### src/rtl/divide_pkg.sv
// Shared types and sizing helpers for the iterative restoring divider.
// Contents: state_e FSM encoding, n_iter() clocks per divide, cnt_width()
// width of the BUSY clock counter.
package divide_pkg;

  typedef enum logic [1:0] {
    IDLE = 2'd0,
    BUSY = 2'd1,
    DONE = 2'd2
  } state_e;

  // Number of BUSY clocks for a full-length divide.
  function automatic int unsigned n_iter(input int unsigned width,
                                         input int unsigned bits_per_cycle);
    return width / bits_per_cycle;
  endfunction

  // Counter width able to hold 0..n.
  function automatic int unsigned cnt_width(input int unsigned n);
    return $clog2(n + 1);
  endfunction

endpackage

### src/rtl/divide_step.sv
// Combinational restoring-divide step: performs BITS_PER_CYCLE
// quotient-bit decisions, MSB first.
// Ports:
//   r_i    partial remainder in (WIDTH+1 bits)
//   den_i  divisor
//   quot_i quotient so far; new bits are shifted in at the LSB
//   r_o    partial remainder out
//   quot_o quotient out
module divide_step #(
  parameter int unsigned WIDTH          = 26,
  parameter int unsigned BITS_PER_CYCLE = 2
) (
  input  logic [WIDTH:0]   r_i,
  input  logic [WIDTH-1:0] den_i,
  input  logic [WIDTH-1:0] quot_i,
  output logic [WIDTH:0]   r_o,
  output logic [WIDTH-1:0] quot_o
);

  logic [WIDTH:0]   r_c;
  logic [WIDTH-1:0] q_c;
  logic [WIDTH+1:0] t_c;

  // t = 2r - den; the top bit of the extended difference is the borrow.
  always_comb begin
    r_c = r_i;
    q_c = quot_i;
    t_c = '0;
    for (int i = 0; i < int'(BITS_PER_CYCLE); i++) begin
      t_c = {r_c, 1'b0} - {2'b00, den_i};
      if (!t_c[WIDTH+1]) begin
        r_c = t_c[WIDTH:0];
        q_c = {q_c[WIDTH-2:0], 1'b1};
      end else begin
        r_c = {r_c[WIDTH-1:0], 1'b0};
        q_c = {q_c[WIDTH-2:0], 1'b0};
      end
    end
    r_o    = r_c;
    quot_o = q_c;
  end

endmodule

### src/rtl/divide_iter.sv
// Iterative handshaked restoring fraction divider: quot/rem of num/den with
// num <= den, BITS_PER_CYCLE quotient bits retired per BUSY clock.
// Optional feature macro: DIVIDE_EARLY_TERM_EN (finish as soon as the partial
// remainder reaches zero; results unchanged, latency shorter).
// Ports:
//   clk, rst            clock, async active-high reset
//   in_valid/in_ready   operand handshake (ready only in IDLE)
//   num, den            dividend and divisor fractions
//   out_valid/out_ready result handshake (result held until consumed)
//   quot, rem           quotient and final partial remainder
//   sticky              rem != 0
//   dz                  divide by zero
module divide_iter
  import divide_pkg::*;
#(
  parameter int unsigned WIDTH          = 26,
  parameter int unsigned BITS_PER_CYCLE = 2
) (
  input  logic             clk,
  input  logic             rst,
  input  logic             in_valid,
  output logic             in_ready,
  input  logic [WIDTH-1:0] num,
  input  logic [WIDTH-1:0] den,
  output logic             out_valid,
  input  logic             out_ready,
  output logic [WIDTH-1:0] quot,
  output logic [WIDTH-1:0] rem,
  output logic             sticky,
  output logic             dz
);

  localparam int unsigned N_ITER = n_iter(WIDTH, BITS_PER_CYCLE);
  localparam int unsigned CNT_W  = cnt_width(N_ITER);

  state_e           state_q, state_d;
  logic [WIDTH:0]   r_q, r_d;
  logic [WIDTH-1:0] den_q, den_d;
  logic [WIDTH-1:0] quot_q, quot_d;
  logic [CNT_W-1:0] cnt_q, cnt_d;
  logic             dz_q, dz_d;
  logic             sticky_q, sticky_d;
  logic             out_valid_q, out_valid_d;
  logic             in_ready_q, in_ready_d;

  logic [WIDTH:0]   step_r_c;
  logic [WIDTH-1:0] step_quot_c;

  divide_step #(
    .WIDTH          (WIDTH),
    .BITS_PER_CYCLE (BITS_PER_CYCLE)
  ) u_step (
    .r_i    (r_q),
    .den_i  (den_q),
    .quot_i (quot_q),
    .r_o    (step_r_c),
    .quot_o (step_quot_c)
  );

`ifdef DIVIDE_EARLY_TERM_EN
  // Left shift that pads the quotient bits not yet produced with zeros.
  logic [31:0] shamt_c;
  always_comb begin
    shamt_c = (32'(N_ITER) - 32'd1 - 32'(cnt_q)) * 32'(BITS_PER_CYCLE);
  end
`endif

  // Next-state and datapath control.
  always_comb begin
    state_d  = state_q;
    r_d      = r_q;
    den_d    = den_q;
    quot_d   = quot_q;
    cnt_d    = cnt_q;
    dz_d     = dz_q;

    case (state_q)
      IDLE: begin
        if (in_valid) begin
          r_d   = {1'b0, num};
          den_d = den;
          cnt_d = '0;
          dz_d  = (den == '0);
          // Divide by zero spends one BUSY clock without stepping so its
          // result appears one edge after accept.
          quot_d  = (den == '0) ? '1 : '0;
          state_d = BUSY;
        end
      end
      BUSY: begin
        if (dz_q) begin
          state_d = DONE;
        end else begin
          r_d    = step_r_c;
          quot_d = step_quot_c;
          cnt_d  = cnt_q + CNT_W'(1);
          if (cnt_q == CNT_W'(N_ITER - 1)) begin
            state_d = DONE;
          end
`ifdef DIVIDE_EARLY_TERM_EN
          else if (step_r_c == '0) begin
            state_d = DONE;
            quot_d  = step_quot_c << shamt_c;
          end
`endif
        end
      end
      DONE: begin
        if (out_ready) begin
          state_d = IDLE;
        end
      end
      default: begin
        state_d = IDLE;
      end
    endcase

    sticky_d    = |r_d[WIDTH-1:0];
    out_valid_d = (state_d == DONE);
    in_ready_d  = (state_d == IDLE);
  end

  // State and result registers.
  always_ff @(posedge clk or posedge rst) begin
    if (rst) begin
      state_q     <= IDLE;
      r_q         <= '0;
      den_q       <= '0;
      quot_q      <= '0;
      cnt_q       <= '0;
      dz_q        <= 1'b0;
      sticky_q    <= 1'b0;
      out_valid_q <= 1'b0;
      in_ready_q  <= 1'b1;
    end else begin
      state_q     <= state_d;
      r_q         <= r_d;
      den_q       <= den_d;
      quot_q      <= quot_d;
      cnt_q       <= cnt_d;
      dz_q        <= dz_d;
      sticky_q    <= sticky_d;
      out_valid_q <= out_valid_d;
      in_ready_q  <= in_ready_d;
    end
  end

  assign in_ready  = in_ready_q;
  assign out_valid = out_valid_q;
  assign quot      = quot_q;
  assign rem       = r_q[WIDTH-1:0];
  assign sticky    = sticky_q;
  assign dz        = dz_q;

endmodule

### config.mk
export PLATFORM = sky130hd
export DESIGN_NAME = divide_iter
export DESIGN_NICKNAME = d
export VERILOG_FILES = /design/src/rtl/divide_pkg.sv /design/src/rtl/divide_step.sv /design/src/rtl/divide_iter.sv
export SDC_FILE = /design/constraint.sdc
export NUM_CORES = 1
export LEC_CHECK = 0
export CAP_MARGIN = 20
export CORE_MARGIN = 5
export CORE_UTILIZATION = 44
export CTS_CLUSTER_DIAMETER = 80
export DETAILED_ROUTE_END_ITERATION = 16
export PLACE_DENSITY = 0.75
export SETUP_SLACK_MARGIN = 0.05
export SLEW_MARGIN = 5
export SYNTH_ARGS = -nofsm -noshare
export SYNTH_HDL_FRONTEND = slang
export SYNTH_SLANG_ARGS = --single-unit
### constraint.sdc
create_clock -name clk -period 5.3 [get_ports clk]
set_input_delay 1.06 -clock clk [delete_from_list [all_inputs] [get_ports clk]]
set_output_delay 1.06 -clock clk [all_outputs]
set_load 0.02 [all_outputs]
After elaboration in Yosys (flattened, before gate mapping)
Index checks and enable logic that the tools add are counted.

$add $sub $neg: 3. $mul: 0. Divide/modulo/power cells: 0. Order comparisons: 0. Eq/ne operators: 6. Shift operators: 0. Mux-type cells: 19. Bitwise logic cells: 0. Reductions and logical operators: 7.

Operators with widths (number): 2-to-1 mux 27 bit (4); 2-to-1 mux 26 bit (3); subtractor 28 x 26 -> 28 bit (2); case mux 27 bit (2 select lines) (1); case mux 26 bit (2 select lines) (1); logical NOT 26 bit (1); OR reduction 26 bit (1); 2-to-1 mux 2 bit (4); 2-to-1 mux 4 bit (2); case mux 4 bit (2 select lines) (1); case mux 2 bit (3 select lines) (1); adder 4 x 1 -> 4 bit (second input constant) (1); == test 2 bit (second input constant) (2); == test 4 bit (second input constant) (1); logical NOT 2 bit (2); != test 2 bit (second input constant) (2); AND reduction 3 bit (1); == test 2 x 1 -> 1 bit (second input constant) (1); 2-to-1 mux 1 bit (2); AND reduction 2 bit (1); nonzero test 2 bit (1).

Flip-flop bits (word level): 89. Bits in latches: 0. Memory bits (writable): 0. ROM bits: 0. Output and inout port bits: 56. Word-level logic and storage cells: 45. Memories kept: 0.

Logic depth before layout (Yosys ltp)
Gate-level depths: netlist of run 1.

Depth after elaboration: 7. Depth in mapped cells: 30. Gate-level depth less buffers: 24.

Cells and area by module
From an unflattened synthesis of run 1, not the netlist that was laid out.

Cells, all modules: 860. Area, all modules: 7657.3 µm².

By module, submodules not included: divide_iter (instances 1, cells an instance 371, area an instance 4180.3 µm²); divide_step (instances 1, cells an instance 489, area an instance 3477.1 µm²).

Least setup slack after synthesis of run 1
OpenSTA, ideal clock, no wires.

Path type: reg2reg. From: register r_q[19]. To: register sticky_q (netlist: sticky). Data arrival time: 5.713 ns. Path slack: -0.551 ns. Stages on the path, launching flop included: 27. Path buffers: 4. Path through: dfrtp_1 -> ha_1 -> a21oi_2 -> o21ai_2 -> a221o_1 -> a211oi_2 -> nor2b_1 -> a211o_1 -> buf_6 -> clkbuf_1 -> clkbuf_1 -> o31ai_1 -> ha_1 -> o211ai_1 -> a22oi_1 -> o21a_1 -> a41o_1 -> a21boi_1 -> o21bai_1 -> or3_1 -> and4_4 -> buf_6 -> mux2_4 -> a221o_1 -> nor4_2 -> and4_1 -> nand4_1.

Longest elaborated chain between the ends: 7.

Ends and longest elaborated chain: start: declaration (RTL line divide_iter.sv:37) `logic [WIDTH:0] r_q, r_d;`; start signal: assignment (RTL line divide_iter.sv:137) `r_q <= r_d;`; subtractor 28 x 26 -> 28 bit (RTL line divide_step.sv:30) `t_c = {r_c, 1'b0} - {2'b00, den_i};`; 2-to-1 mux 27 bit (*) (RTL line divide_step.sv:31) `if (!t_c[WIDTH+1]) begin`; subtractor 28 x 26 -> 28 bit (RTL line divide_step.sv:30); 2-to-1 mux 27 bit (*) (RTL line divide_step.sv:31); 2-to-1 mux 27 bit (*) (RTL line divide_iter.sv:91) `if (dz_q) begin`; case mux 27 bit (2 select lines) (*) (RTL line divide_iter.sv:77) `case (state_q)`; via r_d[12] (RTL line divide_iter.sv:37); OR reduction 26 bit (*) (RTL line divide_iter.sv:118) `sticky_d = |r_d[WIDTH-1:0];`; via sticky_d (RTL line divide_iter.sv:42) `logic sticky_q, sticky_d;`; end signal: assignment (RTL line divide_iter.sv:142) `sticky_q <= sticky_d;`; end: declaration (RTL line divide_iter.sv:42).

The timed path passes the listed nets; every way through them passes the cells marked *. The select of a mux whose other input is x is not followed. A chain may end at the register's enable or synchronous reset.

Worst setup path in the final report of run 1
From: register r_q[0]. To: register sticky_q (netlist: sticky).

Same word-level chain as after synthesis.

==> results of run 1 <==
layout by cell type (no fill, tap or decap), drive strengths merged, types with 14 or more instances in the layout:
cell type	n
nor2b	26
o21a	15
xnor2	27
a21o	15
clkdlybuf4s50	111
inv	44
ha	52
dfrtp	88
buf	296
a21oi	144
o21ai	89
nor4	14
nand2	106
nor2	83
a211oi	24
metrics by stage:
stage,hold WS (ns),TNS (ns),instance area (um2),util (%),setup WS [ns]
final,0.526,-2.77,12000,70.0,-0.649
after global routing,0.541,-6.41,12000,70.0,-0.812
after CTS,0.519,-0.366,11400,66.6,-0.366
after detailed placement,0.488,-2.94,10800,62.7,-0.660
after global placement,0.492,-1.93,10800,62.7,-0.507
after floorplan,0.497,-0.233,7840,-,-0.233
repair_timing:
| action | 4_1_cts | 5_1_grt |
|---|---|---|
| buffers inserted | 25 | 16 |
| gates resized for setup | 48 | 106 |
| pin swaps | 33 | 34 |
| gates cloned | 0 | 1 |
| hold buffers | 0 | 0 |
| setup endpoints to repair | 26 | 29 |
flip-flops by register name, indices dropped and copies added (netlist names):
register   count
state_q        2
den_q         26
dz             1
r_q           27
quot          26
cnt_q          4
in_ready       1
out_valid      1
sticky         1
layer usage:
| metal | track usage (%) | share of wire (%) | vias up |
|---|---|---|---|
| met5 | 0 | 0 | - |
| met1 | 38.0 | 42 | 4418 |
| met3 | 5.53 | 7.3 | 88 |
| met2 | 46.9 | 47 | 439 |
| met4 | 10.4 | 3.5 | 0 |
| li1 | - | - | 4243 |
worst min-delay path by stage:
stage          slack (ns)  endpoint      from
3_3_place_gp         0.49   quot[0]   quot[0]
2_1_floorplan        0.50  cnt_q[3]  cnt_q[3]
4_1_cts              0.52   quot[0]   quot[0]
6_report             0.53   quot[0]   quot[0]
5_1_grt              0.54   quot[0]   quot[0]
3_5_place_dp         0.49   quot[0]   quot[0]
cell families (layout without fill, tap and decap cells):
group	Yosys count	count (layout)	share of synthesized area (%)
multiplexers	14	14	1.91
AND/OR/NAND/NOR	304	304	18.6
adder cells (fa/ha/maj)	53	53	8.76
AO/OA/AOI/OAI	373	373	29.9
flip-flops	89	89	29.1
buffers and inverters	115	464	7.26
XOR/XNOR	39	39	4.46
synth_stat cells, drive strengths merged, types with 24 or more instances:
cell type	number
nand2	106
ha	52
dfrtp	88
nor2	83
clkbuf	42
a211oi	24
xnor2	27
nor2b	26
o21ai	89
buf	32
inv	41
a21oi	144
worst reg2reg max path, cell delays in order, from the launching register on:
cell and delay [ns]:
dfrtp_1 0.40, buf_6 0.13, fa_2 0.41, a211oi_2 0.19, nor2_1 0.08, a21o_1 0.26
o31a_1 0.38, o41a_1 0.50, a21oi_2 0.16, xor2_1 0.07, o21ai_1 0.25, ha_1 0.33
o21ai_2 0.10, o21ai_2 0.11, a211oi_1 0.26, a21boi_2 0.24, o21bai_1 0.13, buf_4 0.16
nand3_2 0.08, and4_4 0.32, buf_4 0.17, buf_6 0.15, mux2i_4 0.24, o21ai_2 0.10
nor4_1 0.29, and4_1 0.23, nand4_1 0.09
final cells by class:
class	count	area, um2
fill	1360	5150
timing repair buffer	407	3450
sequential	89	2230
clock buffer	9	225
inverter	41	155
multi-input combinational	783	5600
clock inverter	7	83.8
tap	225	282
==> flow_metrics.tcl, run 1 <==
set metrics [dict create \
    yosysTopAreaCell "dfrtp_1" \
    finalWirelength_um 30600 \
    die_w_um 142 \
    start_kind "flop" \
    drv_cap 0 \
    clkSinkCount 89 \
    synth.avg_cell_area_um2 7.76 \
    cp.depth 26 \
    synth_edf_count 0 \
    synth_area_mm2 0.00765 \
    setup_viol 22 \
    fp-row-count 48 \
    synthToLayoutAreaGrowth_pct 57.0 \
    portBuffers 111 \
    placedCellCount 1508 \
    cts_buffers 9 \
    tightest_slew_ns 1.50 \
    crit_required_ns 5.53 \
    ys_ff_latch 89 \
    drt_iter0_drc 832 \
    hold_viol 0 \
    path_clk_slew_ns 0.08 \
    crit_path_end "sticky" \
    viasPerCell 5.89 \
    cp_top_family "compound AO/OA/AOI/OAI gates" \
    dieHeight_um 142 \
    holdCritPathClass "flop to flop" \
    clockBufferDepth 2 \
    ys.flop_type "dfrtp_1" \
    clock_skew_ns 0.00935 \
    violations "negative setup slack" \
    track_usage_pct 28.7 \
    grt_pass1_wl_um 46100 \
    grt_max_degree 59 \
    postRouteAntennaNets 0 \
    seq_area_frac_synth_pct 29.1 \
    wl_per_cell_um 19.6 \
    drive_gt1_share_pct 32.1 \
    final_cells 1561 \
    dpl.hpwl_um 22000 \
    synthArstFlopShare_pct 100 \
    synth_cells 987 \
    fin_nets 1440 \
    cp_common_cell "o21ai_2" \
    cp_max_fo 7 \
    coreArea_mm2 0.0172 \
    relSlewSlack_pct 0.0210 \
    yosysWarnings 0 \
    synthTopCellsByArea "dfrtp_1, a21oi_1, ha_1" \
    timing.rr.start "r_q[0]" \
    worst_slack_ns -0.649 \
    max_freq_mhz 168 \
    io_pins 112 \
    grt_pass1_vias 8769 \
    fin_crit_sh_pct 112 \
    overflow 0 \
    grt_antenna_before_repair 0 \
    num_antenna_cells 0 \
    cp-end-kind "flop" \
    ctsRootBufferMaster "clkbuf_16" \
    rsz0062_at_grt "yes" \
    crit_buf_inv 4 \
    syn_nets 1096 \
    critPathLaunch "r_q[0]" \
    max_stage_delay_ns 0.50 \
    dieArea_mm2 0.0201 \
    place.gp.congestion 0.966 \
    cts_tree "yes" \
    start_util_pct 44.6 \
    yosys.cell_types.count 65 \
    ff2ff_path_depth 26 \
    r2r_end "sticky" \
    worstSetupPathType "flop to flop" \
    slowest_stage "o41a_1" \
    critPathArrivalTime_ns 6.18 \
    outcome "complete, but fails checks" \
    drc 0 \
    finalWorstPathRequiredPeriod_ns 5.95 \
    firstDrtPassIters 6 \
    htreeDepth 3 \
    slew_violations 0 \
    vias 9188 \
    worstSkewPairLatency_ns 0.36 \
    synth_top_area_share_pct 28.8 \
    whs_path_depth 2 \
    r2r_slack_ns -0.65 \
]
Power of run 1 is not shown: default switching activity piles up to over one toggle a cycle in this logic, so the estimate is an artifact.
==> inputs of run 2 (changes only) <==
--- a/config.mk
+++ b/config.mk
@@ -10,7 +10,7 @@
 export CORE_UTILIZATION = 44
 export CTS_CLUSTER_DIAMETER = 80
 export DETAILED_ROUTE_END_ITERATION = 16
-export PLACE_DENSITY = 0.75
+export PLACE_DENSITY = 0.73
 export SETUP_SLACK_MARGIN = 0.05
 export SLEW_MARGIN = 5
 export SYNTH_ARGS = -nofsm -noshare
==> constraint.sdc (replaced) <==
create_clock -name clk -period 6.37 [get_ports clk]
set_input_delay 1.274 -clock clk [delete_from_list [all_inputs] [get_ports clk]]
set_output_delay 1.274 -clock clk [all_outputs]
set_load 0.02 [all_outputs]
==> run 2 against run 1 <==
The run now ends clean. Routed wire length shrank 14%. Critical path depth shrank 1. Critical path type unchanged. Fmax shrank 1.5%. First-iteration DRC count shrank 25%. Die area is the same. Sequential share of layout area grew 4.8 points. Flip-flop and latch count is the same. Cell area shrank 21%.
==> flow_metrics.tcl, run 2 (same netlist as run 1, synthesis figures left out) <==
set metrics [dict create \
    outcome "finished clean" \
    cp_max_fo 14 \
    drive_gt1_share_pct 10.5 \
    critPathArrivalTime_ns 6.26 \
    setup_viol 0 \
    drc 0 \
    max_freq_mhz 166 \
    cp_top_family "compound AO/OA/AOI/OAI gates" \
    track_usage_pct 25.5 \
    cts_tree "yes" \
    worstSetupPathType "flop to flop" \
    die_w_um 142 \
    rsz0062_at_grt "no" \
    coreArea_mm2 0.0172 \
    fp-row-count 48 \
    postRouteAntennaNets 0 \
    worstSkewPairLatency_ns 0.36 \
    viasPerCell 5.92 \
    fin_crit_sh_pct 94.8 \
    clkSinkCount 89 \
    dieArea_mm2 0.0201 \
    cp-end-kind "flop" \
    max_flop_register "r_q" \
    regArea_mm2 0.00223 \
    ctsRootBufferMaster "clkbuf_16" \
    overflow 0 \
    clock_skew_ns 0.00913 \
    drv_cap 0 \
    start_kind "flop" \
    start_util_pct 44.6 \
    slew_violations 0 \
    place.gp.congestion 1.03 \
    multi_input_area_mm2 0.00500 \
    firstDrtPassIters 6 \
    fillers 1622 \
    setup_tns_ns 0 \
    dpl.hpwl_um 19700 \
    vias 7835 \
    final_cell_mix "a21oi_1, clkdlybuf4s50_1, nand2_1, dfrtp_1, nor2_1" \
    synthToLayoutAreaGrowth_pct 24.5 \
    r2r_slack_ns 0.33 \
    drt_iter0_drc 626 \
    slowest_stage "dfrtp_1" \
    clockBufferDepth 2 \
    io_pins 112 \
    crit_required_ns 6.59 \
    finalWirelength_um 26200 \
    cts_hold_buf 0 \
    finalWorstPathRequiredPeriod_ns 6.04 \
    hold_viol 0 \
    holdCritPathClass "flop to flop" \
    portBuffers 111 \
    tightest_slew_ns 0.914 \
    crit_buf_inv 3 \
    cts_buffers 9 \
    num_antenna_cells 0 \
    path_clk_slew_ns 0.07 \
    relSlewSlack_pct 39.1 \
    fin_nets 1202 \
    largest_reg_flops 27 \
    dieHeight_um 142 \
    max_stage_delay_ns 0.36 \
    htreeDepth 3 \
    grt_antenna_before_repair 0 \
    grt_pass1_vias 7534 \
    wl_per_cell_um 19.8 \
    grt_pass1_wl_um 40700 \
    grt_max_degree 58 \
    final_common_cell "a21oi_1" \
]
## run 2: timing repair
action | 4_1_cts | 5_1_grt
buffers inserted | 0 | 6
setup endpoints to repair | 0 | 1
resized for setup | 0 | 34
## run 2: area by class of cell
class,count,share of cell area [%]
clock inverter,6,0.525
sequential,89,23.4
timing repair buffer,168,16.5
multi-input combinational,784,52.5
clock buffer,10,2.51
tap,225,2.95
inverter,41,1.63
## run 2: worst paths after layout
check                           from        to  cells after the start
setup / recovery           den_q[16]    sticky                     25
max in group asynchronous        rst   r_q[24]                      4
hold / removal               quot[0]   quot[0]                      2
min in group asynchronous        rst  quot[23]                      2
setup reg to reg           den_q[16]    sticky                     25
hold reg to reg              quot[0]   quot[0]                      2
## run 2: per-stage QoR
step           instances  hold WS, ns  utilization (%)  area, um2  worst slack (ns)
4_1_cts             1314        0.506             54.3       9340             0.137
3_5_place_dp        1298        0.495             52.7       9050             0.155
2_1_floorplan        987        0.497                -       7650             0.519
6_report            1323        0.508             55.5       9530             0.332
5_1_grt             1323        0.534             55.5       9530            0.0253
3_3_place_gp        1298        0.509             52.7       9050             0.251
## run 2: per-layer routing
layer | part of all wire, % | vias to the layer above | track usage, %
li1 | - | 3763 | -
met1 | 41 | 3632 | 33.4
met2 | 46 | 366 | 41.2
met3 | 7.5 | 74 | 4.45
met4 | 4.6 | 0 | 11.7
met5 | 0 | - | 0
## run 2: tightest hold or removal path: cells and delay by family (launching register included)
kind	cells	cell delay (ns)
AND/OR/NAND/NOR	2	0.11
flip-flops	1	0.37
Power of run 2 is left out for the same reason.
